## src/rtl/load_store_unit.sv

```systemverilog
// Load/store unit between MEM-stage control and a word-addressed data memory.
// Sub-word stores are done as a read-modify-write; loads extract and extend a lane.
module load_store_unit #(
  parameter int ADDR_WIDTH = 32,
  parameter int MEM_WORDS  = 256
) (
  input  logic                  clk,
  input  logic                  rst_n,
  input  logic                  req_valid,
  output logic                  req_ready,
  input  logic                  req_write,
  input  logic [1:0]            req_size,
  input  logic                  req_unsigned,
  input  logic [ADDR_WIDTH-1:0] req_addr,
  input  logic [31:0]           req_wdata,
  output logic                  resp_valid,
  output logic [31:0]           resp_rdata,
  output logic [1:0]            resp_err,
  output logic                  mem_read,
  output logic                  mem_write,
  output logic [ADDR_WIDTH-1:0] mem_addr,
  output logic [31:0]           mem_wdata,
  input  logic [31:0]           mem_rdata
);

  localparam logic [ADDR_WIDTH-1:0] LP_MEM_WORDS = ADDR_WIDTH'(MEM_WORDS);

  typedef enum logic [2:0] {
    S_IDLE, S_ERR, S_LOAD, S_WRITE, S_RMW_RD, S_RMW_WR
  } state_t;

  state_t                r_state;
  logic                  r_write;
  logic [1:0]            r_size;
  logic                  r_unsigned;
  logic [ADDR_WIDTH-1:0] r_addr;
  logic [31:0]           r_wdata;
  logic [1:0]            r_err;
  logic [31:0]           r_merge;
  logic                  r_resp_valid;
  logic [31:0]           r_resp_rdata;
  logic [1:0]            r_resp_err;

  logic                  w_misalign;
  logic                  w_oor;
  logic                  w_accept;
  logic                  w_active;

  function automatic logic [31:0] f_extract(input logic [31:0] word, input logic [1:0] lane,
                                            input logic [1:0] size, input logic uns);
    logic [31:0]        shifted;
    logic signed [7:0]  b;
    logic signed [15:0] h;
    logic [31:0]        res;
    shifted = word >> {lane, 3'b000};
    b       = shifted[7:0];
    h       = shifted[15:0];
    case (size)
      2'b00:   res = uns ? {24'd0, b} : {{24{b[7]}}, b};
      2'b01:   res = uns ? {16'd0, h} : {{16{h[15]}}, h};
      default: res = word;
    endcase
    return res;
  endfunction

  function automatic logic [31:0] f_merge(input logic [31:0] word, input logic [1:0] lane,
                                          input logic [1:0] size, input logic [31:0] wdata);
    logic [4:0]  sh;
    logic [31:0] mask;
    logic [31:0] res;
    sh = {lane, 3'b000};
    case (size)
      2'b00: begin
        mask = 32'h0000_00FF << sh;
        res  = (word & ~mask) | ((wdata & 32'h0000_00FF) << sh);
      end
      2'b01: begin
        mask = 32'h0000_FFFF << sh;
        res  = (word & ~mask) | ((wdata & 32'h0000_FFFF) << sh);
      end
      default: res = wdata;
    endcase
    return res;
  endfunction

  // Misalignment outranks the range check when both apply.
  assign w_misalign = (req_size == 2'b11) ||
                      ((req_size == 2'b01) && req_addr[0]) ||
                      ((req_size == 2'b10) && (req_addr[1:0] != 2'b00));
  assign w_oor      = {2'b00, req_addr[ADDR_WIDTH-1:2]} >= LP_MEM_WORDS;

  assign req_ready  = rst_n && (r_state == S_IDLE);
  assign w_accept   = req_valid && req_ready;
  assign w_active   = (r_state == S_LOAD) || (r_state == S_WRITE) ||
                      (r_state == S_RMW_RD) || (r_state == S_RMW_WR);

  // Memory strobes are gated by rst_n so a reset edge can never commit a write.
  assign mem_read   = rst_n && ((r_state == S_LOAD) || (r_state == S_RMW_RD));
  assign mem_write  = rst_n && ((r_state == S_WRITE) || (r_state == S_RMW_WR));
  assign mem_addr   = (rst_n && w_active) ? {r_addr[ADDR_WIDTH-1:2], 2'b00} : '0;
  assign mem_wdata  = !rst_n                ? 32'd0 :
                      (r_state == S_WRITE)  ? r_wdata :
                      (r_state == S_RMW_WR) ? f_merge(r_merge, r_addr[1:0], r_size, r_wdata) :
                      32'd0;

  assign resp_valid = r_resp_valid;
  assign resp_rdata = r_resp_rdata;
  assign resp_err   = r_resp_err;

  always_ff @(posedge clk) begin
    if (!rst_n) begin
      r_state      <= S_IDLE;
      r_resp_valid <= 1'b0;
      r_resp_rdata <= 32'd0;
      r_resp_err   <= 2'b00;
    end else begin
      r_resp_valid <= 1'b0;
      case (r_state)
        S_IDLE: begin
          if (w_accept) begin
            r_write    <= req_write;
            r_size     <= req_size;
            r_unsigned <= req_unsigned;
            r_addr     <= req_addr;
            r_wdata    <= req_wdata;
            r_err      <= w_misalign ? 2'b01 : 2'b10;
            if (w_misalign || w_oor)   r_state <= S_ERR;
            else if (!req_write)       r_state <= S_LOAD;
            else if (req_size == 2'b10) r_state <= S_WRITE;
            else                       r_state <= S_RMW_RD;
          end
        end
        S_ERR: begin
          r_resp_valid <= 1'b1;
          r_resp_rdata <= 32'd0;
          r_resp_err   <= r_err;
          r_state      <= S_IDLE;
        end
        S_LOAD: begin
          r_resp_valid <= 1'b1;
          r_resp_rdata <= f_extract(mem_rdata, r_addr[1:0], r_size, r_unsigned);
          r_resp_err   <= 2'b00;
          r_state      <= S_IDLE;
        end
        S_RMW_RD: begin
          r_merge <= mem_rdata;
          r_state <= S_RMW_WR;
        end
        S_WRITE, S_RMW_WR: begin
          r_resp_valid <= 1'b1;
          r_resp_rdata <= 32'd0;
          r_resp_err   <= {1'b0, 1'b0 & r_write};
          r_state      <= S_IDLE;
        end
        default: r_state <= S_IDLE;
      endcase
    end
  end

endmodule

```

## config.mk

```make
export PLATFORM = sky130hd
export DESIGN_NAME = load_store_unit
export DESIGN_NICKNAME = d
export VERILOG_FILES = /design/src/rtl/load_store_unit.sv
export SDC_FILE = /design/constraint.sdc
export NUM_CORES = 1
export LEC_CHECK = 0
export CAP_MARGIN = 20
export CORE_MARGIN = 2
export CORE_UTILIZATION = 30
export CTS_CLUSTER_SIZE = 8
export DETAILED_ROUTE_END_ITERATION = 16
export PLACE_DENSITY = 0.55
export RECOVER_POWER = 50
export SLEW_MARGIN = 20
export SYNTH_ARGS = -nofsm -noshare
export SYNTH_HDL_FRONTEND = slang
export SYNTH_SLANG_ARGS = --single-unit
```

## constraint.sdc

```tcl
create_clock -name clk -period 8.11 [get_ports clk]
set_clock_uncertainty 0.05 [all_clocks]
set_input_delay 1.622 -clock clk [delete_from_list [all_inputs] [get_ports clk]]
set_output_delay 1.622 -clock clk [all_outputs]
set_load 0.02 [all_outputs]
```

---- Word level (Yosys, flattened, before mapping) ----
Index checks and enable logic that the tools add are counted.
storage, ports and cells
  bits in registers ....................... 139
  input port bits ......................... 103
  output and inout port bits .............. 102
  logic and storage cells ................. 74
operators by class
  $lt $le $gt $ge ......................... 1
  eq/ne operators ......................... 10
  shift-type cells ........................ 5
  muxes and demuxes ....................... 17
  bitwise gates (word level) .............. 6
  reductions and logical operators ........ 25
operators with widths
  cell                                                  number
  two-way mux 32 bit                                    6
  one-hot mux 32 bit (2 select lines)                   3
  bitwise AND 32 bit                                    2
  inverter 32 bit                                       2
  bitwise OR 32 bit                                     2
  left shift 16 x 5 -> 32 bit                           1
  left shift 16 x 5 -> 32 bit, first input constant     1
  left shift 8 x 5 -> 32 bit                            1
  left shift 8 x 5 -> 32 bit, first input constant      1
  right shift 32 x 5 -> 16 bit                          1
  >= comparator 30 x 9 -> 1 bit, second input constant  1
  two-way mux 3 bit                                     4
  logical OR 1 bit                                      8
  logical AND 1 bit                                     7
  equality test 3 x 2 -> 1 bit, second input constant   2
  equality test 3 bit, second input constant            2
  one-hot mux 3 bit (2 select lines)                    1
  nonzero test 2 bit                                    3
  OR reduction 3 bit                                    2
  equality test 2 x 1 -> 1 bit, second input constant   2
  equality test 2 bit, second input constant            2
  one-hot mux 2 bit (2 select lines)                    1
  OR reduction 4 bit                                    1
  equality test 3 x 1 -> 1 bit, second input constant   1
  other kinds (7)                                       7

---- Logic depth before layout (Yosys ltp) ----
  word-level depth ........................ 8
  mapped depth ............................ 8
  depth with buffers taken out ............ 6

---- Least setup slack after synthesis ----
OpenSTA, ideal clock, no wires.
  kind .................................... input -> output
  start point ............................. input rst_n
  end point ............................... output mem_wdata[15]
  arrival ................................. 2.834 ns
  required time ........................... 6.438 ns
  slack ................................... 3.604 ns
  cell stages on the path ................. 5
  path buffers ............................ 3
  path through ............................ clkbuf_1 clkbuf_1 clkbuf_1 o21ai_0 a21oi_1
on the way
  word-level cells in the longest chain between the ends .. 1
RTL lines
  element             RTL line  source
  from (decl)         8         input logic rst_n,
  two-way mux 32 bit  101       assign mem_wdata = !rst_n ? 32'd0 :
  to (decl)           22        output logic [31:0] mem_wdata,
Every way passes these cells.

---- Worst setup path after layout ----
  start point ............................. input rst_n
  end point ............................... output mem_wdata[2]
The elaborated chain is that of the path after synthesis.

==> flow_metrics.env <==
export IMPL_status="finished with violations"
export IMPL_violations="max-capacitance violations, max-slew violations"
export IMPL_max_stage_delay_ns=0.63
export IMPL_start_util_pct=30.7
export IMPL_r2r_start="r_addr[0]"
export IMPL_r2r_slack_ns=5.17
export IMPL_hold_end="resp_rdata[4]"
export IMPL_crit_chain="buf_2, buf_4, and2_1, nand2_1, nor2_1, clkdlybuf4s50_1"
export IMPL_cts_made_buffers=17
export IMPL_worstPathArrival_ns=3.53
export IMPL_num_io_pins=205
export IMPL_globalRoute_totalOverflow=0
export IMPL_synth_main_ff_cell="edfxtp_1"
export IMPL_grt_start_max_net_pins=76
export IMPL_grt_pass1_wl_um=34200
export IMPL_dieArea_um2=23600
export IMPL_clk_pin_slew_ns=0.07
export IMPL_cts_sinks=139
export IMPL_drtPass1Iterations=5
export IMPL_cp_start_kind="input port"
export IMPL_grt_pass1_vias=5595
export IMPL_syn_inst=579
export IMPL_hold_viol=0
export IMPL_ys_warn_count=0
export IMPL_drt_wirelength_per_cell_um=21.7
export IMPL_root_buffer="clkbuf_16"
export IMPL_place_congestion=0.873
export IMPL_rsz0062_at_grt="false"
export IMPL_crit_slowest_cell="clkdlybuf4s50_1"
export IMPL_ir_worst_vdd_uv=131
export IMPL_cts_max_level=4
export IMPL_synth_cell_types=62
export IMPL_maxCapViolations=1
export IMPL_grt_antenna_before_repair=1
export IMPL_critical_path_required_ns=6.44
export IMPL_wl_um=22800
export IMPL_worstReg2RegEnd="resp_rdata[31]"
export IMPL_setup_tns_ns=0
export IMPL_hp_class="reg -> reg"
export IMPL_utilization_pct=43.3
export IMPL_r2r_cells=5
export IMPL_fin_crit_sh_pct=64.1
export IMPL_synth_edf_count=101
export IMPL_drc=0
export IMPL_first_iter_violations=480
export IMPL_area_growth_pct=40.9
export IMPL_powerDensity_nw_per_um2=179
export IMPL_chipWidth_um=154
export IMPL_max_freq_mhz=192
export IMPL_io_buffers=202
export IMPL_hold_depth=2
export IMPL_core_area_um2=21900
export IMPL_nNetsFinal=864
export IMPL_crit_path_end_kind="primary output"
export IMPL_drive_gt1_share_pct=7.53
export IMPL_hpwl_um=16400
export IMPL_clk_latency_ns=0.42
export IMPL_cts_resized=0
export IMPL_ys_ff_latch=139
export IMPL_vias=5630
export IMPL_yosysSeqAreaShare_pct=56.5
export IMPL_fin_crit_ns=5.20
export IMPL_critPathKind="in -> out"
export IMPL_fp_dieH_um=154
export IMPL_ant_nets=0
export IMPL_cts_setup_buffers=0
export IMPL_cts_tree="done"
export IMPL_p_leak_uw=0.00358
export IMPL_postSynth_asyncResetShare_pct=0
export IMPL_vias_per_cell=5.36
export IMPL_tightestPinTransition_ns=1.73
export IMPL_worstHoldStart="resp_rdata[4]"
export IMPL_setup_violations=0
export IMPL_netlist_area_um2=6720
export IMPL_relSlewSlack_pct=-15.2
export IMPL_cts_buffer_depth=2
export IMPL_grt_use_total_pct=19.0
export IMPL_avgSynthCellArea_um2=11.6
export IMPL_final_max_slew_viol_count=34
export IMPL_hold_buffers=0
export IMPL_rows=54
export IMPL_cp_max_fo=75
[worst max-delay path: cells and delay by family]
| kind | cells | cell delay, ns |
|---|---|---|
| buffers and inverters | 3 | 1.21 |
| AND/OR/NAND/NOR | 3 | 0.63 |
[flip-flops by register name (all words and copies together) (netlist names)]
signal	cells
r_addr	32
r_merge	32
r_wdata	32
resp_rdata	32
r_state	3
r_err	2
r_size	2
resp_err	2
r_unsigned	1
resp_valid	1
[logic make-up after synthesis]
logic type	after synthesis	share of synthesized area (%)
simple gates	173	14.7
mux	18	2.77
xor+xnor	1	0.130
compound gates	181	20.7
flops	139	56.5
fa+ha+maj	4	0.745
other cells	1	0.0558
buf+inv	62	4.45
[layer usage]
| layer | global-route usage, % | routed length (um) | up-vias |
|---|---|---|---|
| met5 | 0 | 0 | - |
| met2 | 31.0 | 11200 | 199 |
| met4 | 5.16 | 333 | 0 |
| met3 | 4.09 | 1230 | 20 |
| li1 | - | - | 2626 |
| met1 | 25.6 | 10100 | 2785 |
[through the flow]
step                worst slack (ns)  power (uW)  hold slack [ns]  area [um^2]  cells
floorplan                       3.60         862            0.486         6720    580
global placement                2.97         943            0.406         8890   1018
detailed placement              2.93         945            0.410         8890   1018
CTS                             2.92        1720            0.427         9490   1050
global route                    2.79        1750            0.444         9470   1051
finish                          2.91        1700            0.414         9470   1051
[report_power, final]
group / switching [uW] / internal, uW / total (uW) / leakage (uW)
clock: 347 / 430 / 777 / 0.000297
combinational: 73.3 / 56.3 / 130 / 0.00205
sequential: 11.2 / 780 / 791 / 0.00124
[cell type report]
type	instances	area (um^2)
fillers	2052	12400
multi-input cells	379	2620
well taps	280	350
clock buffers	18	450
diodes	1	2.50
clock inverters	14	148
repair buffers	209	2070
flip-flops and latches	139	3790
inverters	11	41.3
[how the worst max path moves through the flow]
stage	start	endpoint	cells past startpoint
5_1_grt	rst_n	mem_wdata[2]	6
3_3_place_gp	rst_n	mem_wdata[7]	6
6_report	rst_n	mem_wdata[2]	6
4_1_cts	rst_n	mem_wdata[2]	6
2_1_floorplan	rst_n	mem_wdata[15]	5
3_5_place_dp	rst_n	mem_wdata[2]	6
[layout by cell type (no fill, tap or decap), types with 14 or more instances in the layout]
cell and count:
nand2_1 28, mux2i_1 16, clkbuf_16 18, edfxtp_1 101, nor2b_1 14, a221oi_1 22
a221o_1 25, a21oi_1 35, and3_1 42, nor2_1 28, clkdlybuf4s50_1 72, nand2b_1 27
dfxtp_1 38, dlygate4sd3_1 129, o21ai_0 28
[synth_stat cells (all sizes together) (4+ instances only)]
library cell,instances,share of area [%]
buf,24,2.3
nand2b,27,2.6
o311ai,7,0.91
nor2b,15,1.4
a211o,7,0.91
and2,6,0.56
inv,9,0.50
nand2,28,1.6
o21ai,31,2.3
a22oi,9,1.1
edfxtp,101,45
mux2i,16,2.4
and3,42,3.9
a21oi,35,2.6
a221o,25,3.7
o211ai,8,0.89
clkbuf,27,1.5
nor3,4,0.37
a21o,8,0.89
dfxtp,38,11
a221oi,22,2.9
nor2,29,1.7
nor4,5,0.47
o221a,8,1.3
a41o,8,1.2
ha,4,0.74
nor4b,6,0.78
Power figures use the tool's default switching activity.
